[config.mk]
export PLATFORM = sky130hd
export DESIGN_NAME = pipeline_stall_ctrl_flat
export DESIGN_NICKNAME = d
export VERILOG_FILES = /design/src/rtl/pipeline_stall_ctrl_if.sv /design/src/rtl/pipeline_stall_ctrl.sv /design/src/flat_wrapper.sv
export SDC_FILE = /design/constraint.sdc
export NUM_CORES = 1
export LEC_CHECK = 0
export CAP_MARGIN = 30
export CORE_MARGIN = 2
export CORE_UTILIZATION = 50
export DETAILED_ROUTE_END_ITERATION = 8
export PLACE_DENSITY = 0.77
export SLEW_MARGIN = 40
export SYNTH_ARGS = -nofsm -noshare
export SYNTH_HDL_FRONTEND = slang
export SYNTH_SLANG_ARGS = --single-unit
export TNS_END_PERCENT = 30
[constraint.sdc]
create_clock -name clk -period 2.1 [get_ports clk]
set_clock_uncertainty 0.05 [all_clocks]
set_input_delay 0.42 -clock clk [delete_from_list [all_inputs] [get_ports clk]]
set_output_delay 0.42 -clock clk [all_outputs]
set_load 0.005 [all_outputs]
[src/rtl/pipeline_stall_ctrl_if.sv]
// Handshake bundle between the stall sequencer, the hazard unit / data memory
// and the pipeline registers it enables, bubbles and flushes.
interface pipeline_stall_ctrl_if #(
  parameter int CNT_W = 16
);
  logic             Hazard_Req;
  logic             Branch_Taken;
  logic             Mem_Req;
  logic             Mem_Ready;
  logic             PC_Write;
  logic             IFID_Write;
  logic             IFID_Flush;
  logic             IDEX_Bubble;
  logic             EXMEM_Write;
  logic             MEMWB_Bubble;
  logic             Timeout;
  logic [CNT_W-1:0] Stall_Count;

  modport master (
    output Hazard_Req, Branch_Taken, Mem_Req, Mem_Ready,
    input  PC_Write, IFID_Write, IFID_Flush, IDEX_Bubble, EXMEM_Write, MEMWB_Bubble,
    input  Timeout, Stall_Count
  );

  modport slave (
    input  Hazard_Req, Branch_Taken, Mem_Req, Mem_Ready,
    output PC_Write, IFID_Write, IFID_Flush, IDEX_Bubble, EXMEM_Write, MEMWB_Bubble,
    output Timeout, Stall_Count
  );
endinterface

[src/rtl/pipeline_stall_ctrl.sv]
// Central stall/flush sequencer for the 5-stage pipeline: memory-wait freeze,
// load-use bubble, branch flush shadow, memory timeout and a stall counter.
module pipeline_stall_ctrl #(
  parameter int MEM_TIMEOUT  = 255,
  parameter int FLUSH_CYCLES = 1,
  parameter int CNT_W        = 16
) (
  input  logic                 clk,
  input  logic                 reset,
  pipeline_stall_ctrl_if.slave ctl
);
  localparam int WAIT_W  = $clog2(MEM_TIMEOUT + 1);
  localparam int FLUSH_W = (FLUSH_CYCLES > 1) ? $clog2(FLUSH_CYCLES) : 1;

  typedef enum logic [1:0] {
    RUN      = 2'd0,
    FLUSH    = 2'd1,
    MEM_WAIT = 2'd2,
    ERROR    = 2'd3
  } state_t;

  state_t             state_r, state_s;
  logic [WAIT_W-1:0]  wait_cnt_r, wait_cnt_s;
  logic [FLUSH_W-1:0] flush_cnt_r, flush_cnt_s;
  logic               timeout_r, timeout_s;
  logic [CNT_W-1:0]   stall_cnt_r;

  logic pc_write_s, ifid_write_s, ifid_flush_s, idex_bubble_s, exmem_write_s, memwb_bubble_s;
  logic mem_stall_s;

  assign mem_stall_s = ctl.Mem_Req & ~ctl.Mem_Ready;

  // Next-state and same-cycle control decode; memory stall outranks hazard outranks branch.
  always_comb begin
    state_s        = state_r;
    wait_cnt_s     = wait_cnt_r;
    flush_cnt_s    = flush_cnt_r;
    timeout_s      = timeout_r;
    pc_write_s     = 1'b1;
    ifid_write_s   = 1'b1;
    exmem_write_s  = 1'b1;
    ifid_flush_s   = 1'b0;
    idex_bubble_s  = 1'b0;
    memwb_bubble_s = 1'b0;

    case (state_r)
      RUN, FLUSH: begin
        if (mem_stall_s) begin
          pc_write_s     = 1'b0;
          ifid_write_s   = 1'b0;
          exmem_write_s  = 1'b0;
          memwb_bubble_s = 1'b1;
          state_s        = MEM_WAIT;
          wait_cnt_s     = WAIT_W'(1);
        end else if (state_r == FLUSH) begin
          ifid_flush_s = 1'b1;
          if (flush_cnt_r > FLUSH_W'(1)) begin
            flush_cnt_s = flush_cnt_r - FLUSH_W'(1);
          end else begin
            flush_cnt_s = {FLUSH_W{1'b0}};
            state_s     = RUN;
          end
        end else if (ctl.Hazard_Req) begin
          pc_write_s    = 1'b0;
          ifid_write_s  = 1'b0;
          idex_bubble_s = 1'b1;
        end else if (ctl.Branch_Taken) begin
          ifid_flush_s = 1'b1;
          if (FLUSH_CYCLES > 1) begin
            state_s     = FLUSH;
            flush_cnt_s = FLUSH_W'(FLUSH_CYCLES - 1);
          end else begin
            flush_cnt_s = {FLUSH_W{1'b0}};
          end
        end else begin
          state_s = RUN;
        end
      end
      MEM_WAIT: begin
        if (ctl.Mem_Ready) begin
          wait_cnt_s = {WAIT_W{1'b0}};
          state_s    = (flush_cnt_r != {FLUSH_W{1'b0}}) ? FLUSH : RUN;
        end else begin
          pc_write_s     = 1'b0;
          ifid_write_s   = 1'b0;
          exmem_write_s  = 1'b0;
          memwb_bubble_s = 1'b1;
          if (wait_cnt_r == WAIT_W'(MEM_TIMEOUT)) begin
            state_s   = ERROR;
            timeout_s = 1'b1;
          end else begin
            wait_cnt_s = wait_cnt_r + WAIT_W'(1);
          end
        end
      end
      ERROR: begin
        pc_write_s    = 1'b0;
        ifid_write_s  = 1'b0;
        exmem_write_s = 1'b0;
        timeout_s     = 1'b1;
      end
      default: begin
        state_s = RUN;
      end
    endcase
  end

  // State, counters and sticky timeout; reset abandons any wait or flush in progress.
  always_ff @(posedge clk) begin
    if (reset) begin
      state_r     <= RUN;
      wait_cnt_r  <= {WAIT_W{1'b0}};
      flush_cnt_r <= {FLUSH_W{1'b0}};
      timeout_r   <= 1'b0;
      stall_cnt_r <= {CNT_W{1'b0}};
    end else begin
      state_r     <= state_s;
      wait_cnt_r  <= wait_cnt_s;
      flush_cnt_r <= flush_cnt_s;
      timeout_r   <= timeout_s;
      if (!pc_write_s && (stall_cnt_r != {CNT_W{1'b1}})) begin
        stall_cnt_r <= stall_cnt_r + CNT_W'(1);
      end
    end
  end

  assign ctl.PC_Write     = pc_write_s     & ~reset;
  assign ctl.IFID_Write   = ifid_write_s   & ~reset;
  assign ctl.EXMEM_Write  = exmem_write_s  & ~reset;
  assign ctl.IFID_Flush   = ifid_flush_s   & ~reset;
  assign ctl.IDEX_Bubble  = idex_bubble_s  & ~reset;
  assign ctl.MEMWB_Bubble = memwb_bubble_s & ~reset;
  assign ctl.Timeout      = timeout_r;
  assign ctl.Stall_Count  = stall_cnt_r;
endmodule

[src/flat_wrapper.sv]
// flat-port wrapper written by rule: the top's interface ports become plain ports
module pipeline_stall_ctrl_flat 
#(
  parameter int MEM_TIMEOUT  = 255,
  parameter int FLUSH_CYCLES = 1,
  parameter int CNT_W        = 16
)
  (clk, reset, ctl_Hazard_Req, ctl_Branch_Taken, ctl_Mem_Req, ctl_Mem_Ready, ctl_PC_Write, ctl_IFID_Write, ctl_IFID_Flush, ctl_IDEX_Bubble, ctl_EXMEM_Write, ctl_MEMWB_Bubble, ctl_Timeout, ctl_Stall_Count);
  pipeline_stall_ctrl_if #(.CNT_W(CNT_W)) ctl_i ();
  input  logic clk;
  input  logic reset;
  input wire logic [$bits(ctl_i.Hazard_Req)-1:0] ctl_Hazard_Req;
  input wire logic [$bits(ctl_i.Branch_Taken)-1:0] ctl_Branch_Taken;
  input wire logic [$bits(ctl_i.Mem_Req)-1:0] ctl_Mem_Req;
  input wire logic [$bits(ctl_i.Mem_Ready)-1:0] ctl_Mem_Ready;
  output wire logic [$bits(ctl_i.PC_Write)-1:0] ctl_PC_Write;
  output wire logic [$bits(ctl_i.IFID_Write)-1:0] ctl_IFID_Write;
  output wire logic [$bits(ctl_i.IFID_Flush)-1:0] ctl_IFID_Flush;
  output wire logic [$bits(ctl_i.IDEX_Bubble)-1:0] ctl_IDEX_Bubble;
  output wire logic [$bits(ctl_i.EXMEM_Write)-1:0] ctl_EXMEM_Write;
  output wire logic [$bits(ctl_i.MEMWB_Bubble)-1:0] ctl_MEMWB_Bubble;
  output wire logic [$bits(ctl_i.Timeout)-1:0] ctl_Timeout;
  output wire logic [$bits(ctl_i.Stall_Count)-1:0] ctl_Stall_Count;
  assign ctl_i.Hazard_Req = ctl_Hazard_Req;
  assign ctl_i.Branch_Taken = ctl_Branch_Taken;
  assign ctl_i.Mem_Req = ctl_Mem_Req;
  assign ctl_i.Mem_Ready = ctl_Mem_Ready;
  assign ctl_PC_Write = ctl_i.PC_Write;
  assign ctl_IFID_Write = ctl_i.IFID_Write;
  assign ctl_IFID_Flush = ctl_i.IFID_Flush;
  assign ctl_IDEX_Bubble = ctl_i.IDEX_Bubble;
  assign ctl_EXMEM_Write = ctl_i.EXMEM_Write;
  assign ctl_MEMWB_Bubble = ctl_i.MEMWB_Bubble;
  assign ctl_Timeout = ctl_i.Timeout;
  assign ctl_Stall_Count = ctl_i.Stall_Count;
  pipeline_stall_ctrl #(.MEM_TIMEOUT(MEM_TIMEOUT), .FLUSH_CYCLES(FLUSH_CYCLES), .CNT_W(CNT_W)) u_core (.clk(clk), .reset(reset), .ctl(ctl_i));
endmodule
==> results.md, run 1 <==
* Status: completed
* Final hold viol count at 0
* Vias post-DR at 1523
* CTS Buffer Depth at 2
* Yosys warns at 0
* Synthesized cell area at 0.00161 mm²
* Worst path slowest cell: clkdlybuf4s50_1
* Actual slew at the worst max-slew pin at 0.505 ns
* Pre-CTS WS at -0.369 ns
* Final #Nets at 231
* Largest net degree at the start of global routing at 26
* Skew-Pair Late Insertion Delay at 0.33 ns
* Seq/Total Area, Yosys at 33.7%
* Placed cells at 262
* Root buffer cell: clkbuf_4
* Vias in the first global route at 1415
* Vias per cell at 5.73
* ANT cells at 0
* Ys async rst share at 0%
* Final WL at 3.64 mm
* CP endpoint: u_core.ctl.Stall_Count[15]
* Initial DRC count at 82
* CP Buf/Inv Count at 3
* Placed cell areas at 0.00199 mm²
* Std-Cell Rows at 20
* Die area at 0.00368 mm²
* Commonest cells after routing, fill and taps aside: dfxtp_1, clkdlybuf4s50_1, a21oi_1
* # Max-Cap Violations at 0
* Flip-flop and latch count after synthesis at 27
* RSZ-0062 raised after global routing: no
* Worst min-delay path startpoint: u_core.ctl.Timeout
* R2R depth at 4
* Final Critical Period at 1.98 ns
* Detailed-route wire length per cell at 13.7 µm
* Max H-tree Level at 1
* Reg-to-reg startpoint: u_core.ctl.Stall_Count[2]
* Pleak at 0.746 nW
* Setup crit end kind: register
* CTS Buf Count at 3
* Buffers added on ports at 28
* First-pass GRT wire length at 6.06 mm
* Tot GR Track Use at 21.4%
* I/O Pins at 29
* Number of flops mapped to enable cells by yosys at 0
* PD cells at 449 mW/mm²
* Syn Nets at 192
* Synth Area per Inst at 8.72 µm²
* Die Ht at 60.7 µm
* Worst Path Max Fanout at 22
* Worst R2R End: u_core.ctl.Stall_Count[15]
* Final setup viols at 0
* Slew headroom at 66.1%
* Gpl congestion at 0.822
* Congestion Overflow GR at 0
* Non-Filler Cell Area, Final at 0.00203 mm²
* Crit path cell chain: clkdlybuf4s50_1 -> nor2b_4 -> buf_4 -> a211oi_2 -> buf_12 -> nor4_1 -> mux2_1
* Crit start category: input port
* CTS tree: yes
* Final setup margin at 0.119 ns
* Most common cell after layout, fill and taps aside: dfxtp_1
* Library cells used by synthesis at 47
* Fillcell total at 281
* Clock-pin slew on the worst setup and hold paths at 0.16 ns
* Die Span X at 60.7 µm
* DRC viols at 0
* Area growth syn-to-layout at 26.7%
* Starting Density at 52.6%
* Final period utilization at 94.3%
* Antenna violations before repair at 0
* Max stage delay on crit path at 0.48 ns
* Non-filler cells, final at 266
* VDD IR max at 0.000212 V
* Setup crit start: ctl_Mem_Req
* Worst R2R Setup Slack at 0.22 ns
* ANT nets after route at 0
* CP delay by family, top: buffers and inverters
* Worst setup path category: input port to register
* Detailed Place HPWL at 2.63 mm
* Fraction of layout cells with a size suffix above 1 at 17.1%
* Setup Total Neg Slack at 0 ns
* Worst Path Required at 2.29 ns
* Primary FF master, synth: dfxtp_1
* Worst path depth at 7
* Clock tree sinks at 27
* Fmax achieved at 505 MHz
* CP arrival at 2.17 ns
* Fin. max-slew vios at 0
* Final core occ at 66.6%
* Post-Syn Instances at 184
* Core ar. at 0.00305 mm²
* Hold Crit Class: register to register
* DR pass1 iterations at 4
==> layer usage <==
metal	vias to the layer above	routed length [µm]	global-route usage, %
li1	768	-	-
met1	715	1720	29.1
met2	36	1760	35.2
met3	4	131	2.13
met4	0	34	8.07
met5	-	0	0
==> cell type report <==
type | count | area, µm² | area share (%)
Tap cell | 44 | 55.1 | 2.71
Sequential cell | 27 | 542 | 26.6
Clock inverter | 1 | 7.51 | 0.369
Clock buffer | 3 | 22.5 | 1.11
Timing Repair Buffer | 43 | 393 | 19.3
Multi-Input combinational cell | 143 | 995 | 48.9
Inverter | 5 | 18.8 | 0.923
==> synthesized netlist by cell type (4+ instances only) <==
library cell | number | share of area (%)
o31ai_1 | 7 | 3.3
nand4_1 | 5 | 1.9
mux2_1 | 6 | 4.2
nor2_1 | 10 | 2.3
or4_1 | 8 | 3.7
nor2b_1 | 7 | 2.7
mux2i_1 | 6 | 3.7
a21oi_1 | 15 | 4.7
nand3_1 | 11 | 3.4
inv_1 | 4 | 0.94
nand2b_1 | 10 | 3.9
nor4_1 | 5 | 1.9
nand2_1 | 14 | 3.3
dfxtp_1 | 27 | 34
nor3_1 | 4 | 1.2
==> registers in the layout, indices dropped and copies added (netlist names) <==
name / flops
u_core.state_r: 2
u_core.ctl.Stall_Count: 16
u_core.ctl.Timeout: 1
u_core.wait_cnt_r: 8
==> through the flow <==
stage	total power, mW	hold WS [ns]
final	0.913	0.412
after global routing	0.955	0.444
after CTS	0.917	0.415
after detailed placement	0.688	0.393
after global placement	0.683	0.388
after floorplan	0.622	0.392
==> kinds of logic after synthesis <==
kind of cell	synth area share, %
AND/OR/NAND/NOR	34.5
AO/OA/AOI/OAI	16.7
flip-flops	33.7
buffers and inverters	5.69
multiplexers	7.95
adder cells (fa/ha/maj)	1.56
==> tightest hold or removal path: stages (launching register included) <==
cell	delay (ns)
dfxtp_1	0.34
inv_1	0.05
a21oi_1	0.05
==> worst min path at each step <==
stage | end | cells after the start
floorplan | u_core.ctl.Timeout | 2
global placement | u_core.ctl.Timeout | 2
detailed placement | u_core.ctl.Timeout | 2
CTS | u_core.ctl.Timeout | 2
global route | u_core.ctl.Timeout | 2
finish | u_core.ctl.Timeout | 2
==> power breakdown <==
part           switching, mW  internal (mW)
registers            0.00890          0.520
clock network          0.163         0.0728
logic                 0.0733         0.0751
==> timing repair <==
action / in CTS / in global routing
gates resized for setup: 7 / 12
pin swaps: 1 / 2
endpoints found under the setup margin: 6 / 8
buffers inserted: 0 / 0
hold buffers: 0 / 0
No activity file was read; power rests on OpenSTA's default activity.
==> run 2, diff against run 1 <==
--- a/config.mk
+++ b/config.mk
@@ -7,9 +7,10 @@
 export LEC_CHECK = 0
 export CAP_MARGIN = 30
 export CORE_MARGIN = 2
-export CORE_UTILIZATION = 50
+export CORE_UTILIZATION = 52
+export CTS_BUF_LIST = sky130_fd_sc_hd__clkbuf_16
 export DETAILED_ROUTE_END_ITERATION = 8
-export PLACE_DENSITY = 0.77
+export PLACE_DENSITY = 0.79
 export SLEW_MARGIN = 40
 export SYNTH_ARGS = -nofsm -noshare
 export SYNTH_HDL_FRONTEND = slang
==> constraint.sdc (replaced) <==
create_clock -name clk -period 2.1 [get_ports clk]
set_clock_uncertainty 0.05 [all_clocks]
set_input_delay 0.315 -clock clk [delete_from_list [all_inputs] [get_ports clk]]
set_output_delay 0.315 -clock clk [all_outputs]
set_load 0.005 [all_outputs]
==> run 2 against run 1 <==
Net effect: clock-buffer cell count unchanged; final area is 3.3% higher; power increased by 21%; critical endpoint is now u_core.ctl.Stall_Count[4]; sequential power about the same; utilization up 3.4 points; combinational power up 5%; critical path type unchanged.
==> results.md, run 2 (synthesized netlist as in run 1, its figures left out) <==
* Status: completed
* WHS at 0.417 ns
* Vias post-DR at 1564
* Clock tree sinks at 27
* Placed cells at 253
* Final period utilization at 95.2%
* Tot GR Track Use at 24.6%
* Fin. max-slew vios at 0
* Net Sw Power at 0.249 mW
* CP arrival at 2.14 ns
* Gpl congestion at 0.838
* Final Critical Period at 2.00 ns
* CTS Buffer Depth at 2
* Slew headroom at 57.5%
* Max H-tree Level at 1
* DR pass1 iterations at 4
* CTS Buf Count at 3
* Actual slew at the worst max-slew pin at 0.633 ns
* Antenna violations before repair at 0
* CP Buf/Inv Count at 3
* CP delay by family, top: buffers and inverters
* Placed cell areas at 0.00199 mm²
* PD cells at 525 mW/mm²
* Starting Density at 53.5%
* Clock-pin slew on the worst setup and hold paths at 0.06 ns
* Detailed Place HPWL at 2.88 mm
* Worst path slowest cell: or4_1
* CTS Hold Buffers Added at 0
* ANT cells at 0
* Initial DRC count at 84
* P_int at 0.853 mW
* Largest net degree at the start of global routing at 17
* RSZ-0062 raised after global routing: no
* Std-Cell Rows at 20
* Detailed-route wire length per cell at 15.6 µm
* CTS tree: yes
* Final hold viol count at 0
* Crit path cell chain: clkdlybuf4s50_1 -> nor3b_4 -> a211oi_2 -> buf_4 -> buf_12 -> or4_1 -> a21oi_1
* Buffers added on ports at 28
* Worst setup path category: input port to register
* Root buffer cell: clkbuf_16
* Final #Nets at 233
* Worst Path Required at 2.24 ns
* I/O Pins at 29
* First-pass GRT wire length at 6.73 mm
* Final WL at 4.00 mm
* Fraction of layout cells with a size suffix above 1 at 15.6%
* Max stage delay on crit path at 0.50 ns
* Non-filler cells, final at 257
* Fmax achieved at 500 MHz
* Congestion Overflow GR at 0
* Skew-Pair Late Insertion Delay at 0.26 ns
* Pleak at 0.802 nW
* # Max-Cap Violations at 0
* Non-Filler Cell Area, Final at 0.00210 mm²
* VDD IR max at 0.000292 V
* Setup crit end kind: register
* Clk pwr share at 38.0%
* Die Span X at 59.6 µm
* Hold Crit Class: register to register
* Sw frac at 22.6%
* Largest register FFs at 16
* Die area at 0.00355 mm²
* Core ar. at 0.00300 mm²
* Worst Path Max Fanout at 14
* Commonest cells after routing, fill and taps aside: dfxtp_1, clkdlybuf4s50_1, buf_4
* DRC viols at 0
* Crit start category: input port
* Die Ht at 59.6 µm
* Area growth syn-to-layout at 30.9%
* Sequential share of power at 48.0%
* Logic pwr share at 14.0%
* Vias per cell at 6.09
* Vias in the first global route at 1497
* ANT nets after route at 0
* Most common cell after layout, fill and taps aside: dfxtp_1
* Final setup viols at 0
## run 2: worst min-delay path, cell delays in order (launching register included)
cell     delay (ns)
dfxtp_1        0.31
inv_1          0.05
a21oi_1        0.05
## run 2: stage by stage
stage / setup slack, ns / power, mW / setup TNS, ns / util (%)
after floorplan: 0.214 / 0.622 / 0 / -
after global placement: -0.152 / 0.685 / -1.67 / 66.4
after detailed placement: -0.248 / 0.692 / -3.01 / 66.4
after CTS: 0.0224 / 1.11 / 0 / 69.5
after global routing: 0.0121 / 1.16 / 0 / 70.0
final: 0.101 / 1.10 / 0 / 70.0
## run 2: path summary, 6_finish.rpt
path	slack [ns]	end	startpoint	cells after the start
max	0.10	u_core.ctl.Stall_Count[4]	ctl_Hazard_Req	7
min	0.42	u_core.ctl.Timeout	u_core.ctl.Timeout	2
max reg2reg	0.17	u_core.ctl.Stall_Count[11]	u_core.ctl.Stall_Count[9]	4
min reg2reg	0.42	u_core.ctl.Timeout	u_core.ctl.Timeout	2
## run 2: power groups by stage
stage	registers (mW)	clock network, mW	logic, mW
global route	0.530	0.458	0.168
global placement	0.539	0	0.146
floorplan	0.542	0	0.0798
detailed placement	0.540	0	0.152
CTS	0.528	0.426	0.154
finish	0.529	0.419	0.155
## run 2: final cells by class
| class | instances | area [µm²] |
|---|---|---|
| fillers | 237 | 902 |
| repair buffers | 45 | 423 |
| flip-flops and latches | 27 | 542 |
| well taps | 33 | 41.3 |
| clock inverters | 1 | 3.75 |
| clock buffers | 3 | 75.1 |
| inverters | 5 | 18.8 |
| multi-input cells | 143 | 997 |
## run 2: metal layers
| metal | part of all wire, % | global-route usage [%] | vias to the layer above |
|---|---|---|---|
| met5 | 0 | 0 | - |
| met4 | 0.90 | 8.25 | 0 |
| met3 | 4.6 | 3.06 | 4 |
| met2 | 51 | 42.5 | 44 |
| met1 | 44 | 31.4 | 750 |
| li1 | - | - | 766 |
## run 2: what timing repair did
action,in CTS,in global routing
pin swaps,0,0
setup endpoints to repair,5,6
buffers inserted,0,0
gates resized for setup,8,5
